**src/rtl/pc8001m_audio_mix.sv**
```systemverilog
// rtl/pc8001m_audio_mix.sv - multi-channel volume-weighted audio mixer with saturating output
module pc8001m_audio_mix #(
  parameter int NCH   = 4,
  parameter int IW    = 4,
  parameter int VW    = 4,
  parameter int OW    = 16,
  parameter int SHIFT = 8
) (
  input  logic              clk_sys,
  input  logic              reset_n,
  input  logic              sample_ce,
  input  logic [NCH*IW-1:0] ch_in,
  input  logic [NCH*VW-1:0] ch_vol,
  input  logic [NCH-1:0]    ch_mute,
  input  logic              master_mute,
  output logic [OW-1:0]     audio_out,
  output logic              out_valid,
  output logic              busy,
  output logic              overrun
);

  localparam int CW = (NCH > 1) ? $clog2(NCH) : 1;
  localparam int PW = IW + VW;
  localparam int AW = PW + CW;
  // Saturation width holds the full shifted sum plus one spare bit, so the compare never truncates.
  localparam int SW = (((AW + SHIFT) > OW) ? (AW + SHIFT) : OW) + 1;
  localparam logic [SW-1:0] OMAX = {{(SW-OW){1'b0}}, {OW{1'b1}}};
  localparam logic [CW-1:0] LAST_IDX = CW'(NCH - 1);

  typedef enum logic [1:0] {
    S_IDLE = 2'd0,
    S_MAC  = 2'd1,
    S_SAT  = 2'd2
  } state_t;

  state_t state, state_nxt;

  logic [1:0]        rst_sync;
  logic              rst_n_i;

  logic [NCH*IW-1:0] sh_in;
  logic [NCH*VW-1:0] sh_vol;
  logic [NCH-1:0]    sh_mute;
  logic              sh_master;
  logic [AW-1:0]     acc;
  logic [CW-1:0]     idx;

  logic              capture;
  logic              mac_en;
  logic              sat_en;
  logic              ovr_d;

  logic [IW-1:0]     cur_in;
  logic [VW-1:0]     cur_vol;
  logic [PW-1:0]     prod;
  logic [SW-1:0]     shifted;
  logic [SW-1:0]     sat_val;

  // Assert asynchronously, release on the clock so no flop leaves reset mid-cycle.
  always_ff @(posedge clk_sys or negedge reset_n) begin
    if (!reset_n) begin
      rst_sync <= 2'b00;
    end else begin
      rst_sync <= {rst_sync[0], 1'b1};
    end
  end

  assign rst_n_i = rst_sync[1];

  always_ff @(posedge clk_sys or negedge rst_n_i) begin
    if (!rst_n_i) begin
      state <= S_IDLE;
    end else begin
      state <= state_nxt;
    end
  end

  always_comb begin
    state_nxt = state;
    case (state)
      S_IDLE:  if (sample_ce) state_nxt = S_MAC;
      S_MAC:   if (idx == LAST_IDX) state_nxt = S_SAT;
      S_SAT:   state_nxt = S_IDLE;
      default: state_nxt = S_IDLE;
    endcase
  end

  always_comb begin
    capture = 1'b0;
    mac_en  = 1'b0;
    sat_en  = 1'b0;
    ovr_d   = 1'b0;
    busy    = 1'b0;
    case (state)
      S_IDLE: capture = sample_ce;
      S_MAC: begin
        mac_en = 1'b1;
        ovr_d  = sample_ce;
        busy   = 1'b1;
      end
      S_SAT: begin
        sat_en = 1'b1;
        ovr_d  = sample_ce;
        busy   = 1'b1;
      end
      default: ;
    endcase
  end

  always_comb begin
    cur_in  = sh_in[idx*IW +: IW];
    cur_vol = sh_vol[idx*VW +: VW];
    prod    = PW'(cur_in) * PW'(cur_vol);
    if (sh_mute[idx]) begin
      prod = '0;
    end
  end

  always_comb begin
    shifted = SW'(acc) << SHIFT;
    sat_val = (shifted > OMAX) ? OMAX : shifted;
    if (sh_master) begin
      sat_val = '0;
    end
  end

  always_ff @(posedge clk_sys or negedge rst_n_i) begin
    if (!rst_n_i) begin
      sh_in     <= '0;
      sh_vol    <= '0;
      sh_mute   <= '0;
      sh_master <= 1'b0;
      acc       <= '0;
      idx       <= '0;
      audio_out <= '0;
      out_valid <= 1'b0;
      overrun   <= 1'b0;
    end else begin
      out_valid <= sat_en;
      overrun   <= ovr_d;
      if (capture) begin
        sh_in     <= ch_in;
        sh_vol    <= ch_vol;
        sh_mute   <= ch_mute;
        sh_master <= master_mute;
        acc       <= '0;
        idx       <= '0;
      end
      if (mac_en) begin
        acc <= acc + AW'(prod);
        idx <= idx + 1'b1;
      end
      if (sat_en) begin
        audio_out <= sat_val[OW-1:0];
      end
    end
  end

endmodule

```
**config.mk**
```make
export PLATFORM = sky130hd
export DESIGN_NAME = pc8001m_audio_mix
export DESIGN_NICKNAME = d
export VERILOG_FILES = /design/src/rtl/pc8001m_audio_mix.sv
export SDC_FILE = /design/constraint.sdc
export NUM_CORES = 1
export LEC_CHECK = 0
export ABC_AREA = 1
export ABC_CLOCK_PERIOD_IN_PS = 5800
export CAP_MARGIN = 20
export CORE_MARGIN = 2
export CORE_UTILIZATION = 45
export DETAILED_ROUTE_END_ITERATION = 6
export GPL_ROUTABILITY_DRIVEN = 1
export PLACE_DENSITY = 0.81
export SYNTH_ARGS = -nofsm -noshare
export SYNTH_HDL_FRONTEND = slang
export SYNTH_SLANG_ARGS = --single-unit
```
**constraint.sdc**
```tcl
create_clock -name clk_sys -period 5.8 [get_ports clk_sys]
set_input_delay 1.74 -clock clk_sys [delete_from_list [all_inputs] [get_ports clk_sys]]
set_output_delay 1.74 -clock clk_sys [all_outputs]
set_load 0.02 [all_outputs]
```
==> results by group <==
GRT
  – Met2 GRT Util: approximately a third
  – Initial antenna violation count: 0
  – Global-route wire length before repair: ~13,000 um
  – Total gr overflow: 0
  – Vias in the first global route: ~3k
  – Total GRT Usage: about 18%
  – Largest net degree at the start of global routing: between 60 and 70
  – Met1 global-route usage: between 20% and 30%
  – Layer with the highest usage: met2
  – Met3 Use GR: under 10%

Place
  – Detail Placement HPWL: between 5000 and 6000 um
  – Routability congestion estimate: approximately 0.86
  – Number of cells after detailed placement: around 540
  – PortBufs: just under 60

CTS
  – Hold-fix buffers at CTS: 0
  – CTS Sinks: 64
  – H-tree levels: 3
  – Post-CTS resize count: 0
  – Root Buffer: clkbuf_8
  – Clock buffer depth: 2
  – Worst-skew pair later-pin latency: about 0.35 ns
  – CTS tree: yes
  – CTS clock-pin slew for the worst setup and hold paths: roughly 0.080 ns
  – CTS Buf Count: 9
  – # Post-CTS Setup Buffers: 0

Setup path
  – CP endpoint kind: register
  – Cell mode on critical path: nand2_1
  – Critical Path RT: ~6.0 ns
  – Crit-path max cell delay: 0.64 ns
  – Top fanout value on the critical path: 20
  – Setup crit start kind: register
  – WP buf/inv: 5
  – Crit-path cells: inv_4 > nand2_1 > a32oi_2 > nand2_1 > fa_1 > inv_1 > fa_1 > inv_1 > fa_1 > nor2_1 > nor2_1 > nor2_1 > nor2_1 > o21ai_1 > nor2_1 > ha_1 > nand2_1 > inv_1 > a21oi_1 > nand3_1 > nand2_1 > nand2_1 > nand2_1 > inv_1
  – CP Launch Point: idx[0]$_DFFE_PN0P_
  – Family with the most delay on the worst path: adder cells
  – Slowest cell on crit path: dfrtp_1
  – Worst Setup Path Type: register to register
  – Crit path DAT: roughly 5 ns
  – Reg-to-Reg Start: idx[0]$_DFFE_PN0P_

Hold path
  – HP Class: register to register
  – HP Start: rst_sync[0]$_DFF_PN0_

Synth
  – Syn Inst Count: roughly 400
  – Distinct cells, synth: 37
  – Synthesized area per cell: around 9.5 sq um
  – Post-synth EDFFs: 0
  – Mapped Nets: approximately 470
  – Post-Syn Area: approximately 0.0037 sq mm
  – Register area share after synthesis: ~43%
  – Synth warn: 0
  – Ys flop type: dfrtp_1
  – Share of async-settable or async-resettable flops after synthesis: 100%
  – Yosys reg bits: 64

Final layout
  – Share of layout cells above drive strength 1: 17.8%
  – Post-Route Utilization: 55.5%
  – Post-route insts no fill: around 560
  – Ant diodes: 0
  – Nets: ~520
  – Area Growth Syn to Fin: 20.4%

STA
  – Final Hold Fails: 0
  – Top achievable clock speed: ~210 MHz
  – Worst-Margin Slew: 0.756 ns
  – Max Clock Skew: about 0.009 ns
  – Min cycle time layout: roughly 4.7 ns
  – Final period utilization: between 80% and 90%
  – Final setup fails: 0
  – Max-slew violations: 0
  – Slew margin rel.: between 40% and 50%
  – RSZ-0062 raised after global routing: no
  – Final setup TNS: 0 ns

Route
  – Via Count: 2,802
  – Routed Antenna Nets: 0
  – Iteration-0 DRC Markers: 80
  – Via density per instance: ~5.0
  – Final WL: between 6000 and 7000 um
  – DRT Pass-1 Iters: 4
  – DR WL/cell: around 13 um
  – DRC: 0

Die
  – Full die area: about 0.0091 sq mm
  – Row cnt: 33
  – IO Pins: between 50 and 60
  – Placeable core area: approximately 0.0081 sq mm
  – Die height: around 95 um
  – Chip width: around 95 um
  – Initial core utilization: between 40% and 50%

Run status
  – Run status: completed

Job
  – Max-cap violations: 0
per-stage QoR:
step / setup slack, ns / hold WS [ns] / area (sq um)
after detailed placement: 1.10 / 0.343 / 4340
after CTS: 1.09 / 0.361 / 4510
after global routing: 0.663 / 0.374 / 4510
after global placement: 1.28 / 0.338 / 4340
after floorplan: 1.64 / 0.331 / 3750
final: 1.07 / 0.357 / 4510
path summary, 6_finish.rpt:
path | endpoint | slack [ns] | depth (start not counted)
worst max-delay path | acc[9]$_DFFE_PN0P_ | 1.07 | 24
worst min-delay path | rst_sync[1]$_DFF_PN0_ | 0.36 | 0
worst max register to register | acc[9]$_DFFE_PN0P_ | 1.07 | 24
worst min register to register | rst_sync[1]$_DFF_PN0_ | 0.36 | 0
max in group asynchronous | rst_sync[1]$_DFF_PN0_ | 4.12 | 1
min in group asynchronous | sh_vol[5]$_DFFE_PN0P_ | 0.43 | 1
registers in the layout, summed over array words and instances (netlist names):
signal     flops
idx            2
acc           10
sh_master      1
overrun        1
audio_out      9
sh_in         16
sh_mute        4
sh_vol        16
state          2
rst_sync       2
out_valid      1
cells in the final DEF, fill, tap and decap left out, drive strengths merged, types with 3 or more instances in the layout:
cell type and instances:
o21ai 14, nand3 18, a32oi 7, clkdlybuf4s50 58, mux2 37, inv 45, ha 25, nor2 31
o211ai 3, clkinv 3, clkinvlp 4, fa 5, nand2 96, a21oi 18, clkbuf 10, dfrtp 64
kinds of logic (layout without fill, tap and decap cells):
logic type               Yosys count  in the layout  synth area share (%)
flip-flops                        64             64                  42.8
buffers and inverters             63            122                  8.38
XOR/XNOR                           1              1                 0.234
multiplexers                      37             37                  11.1
other                              1              1                 0.100
adder cells (fa/ha/maj)           30             30                  11.0
AO/OA/AOI/OAI                     48             48                  9.49
AND/OR/NAND/NOR                  151            151                  16.9
layout make-up:
| cell class | instances | area, sq um |
|---|---|---|
| Sequential cell | 64 | 1600 |
| Clock inverter | 6 | 47.5 |
| Inverter | 46 | 175 |
| Clock buffer | 10 | 128 |
| Tap cell | 105 | 131 |
| Timing Repair Buffer | 60 | 596 |
| Multi-Input combinational cell | 268 | 1830 |
| Fill cell | 706 | 3620 |
metal layers:
layer	share of wire (%)	routed length (um)
met1	44	3080
met2	50	3500
met3	4.6	321
met4	1.2	87
met5	0	0
synthesized netlist by cell type, types with 2 or more instances:
library cell  instances  area [sq um]
nand2_1              93           349
dfrtp_1              64          1600
mux2_2               37           417
inv_1                35           131
nor2_1               30           113
ha_1                 25           313
a21oi_1              17          85.1
nand3_1              16          80.1
o21ai_0              11          55.1
inv_2                 9          33.8
buf_4                 8          60.1
a32oi_2               7           114
fa_1                  5           100
buf_6                 4          45.0
buf_2                 3          15.0
o211ai_1              3          22.5
a22o_1                2          17.5
nand2_2               2          12.5
nand3_2               2          20.0
nand4_1               2          12.5
nor3_1                2          10.0
o21ai_2               2          17.5
o22ai_1               2          12.5
Power is left out: the tool's default activity adds up to more than one toggle a clock period on the data nets, which glitch-free logic cannot reach.
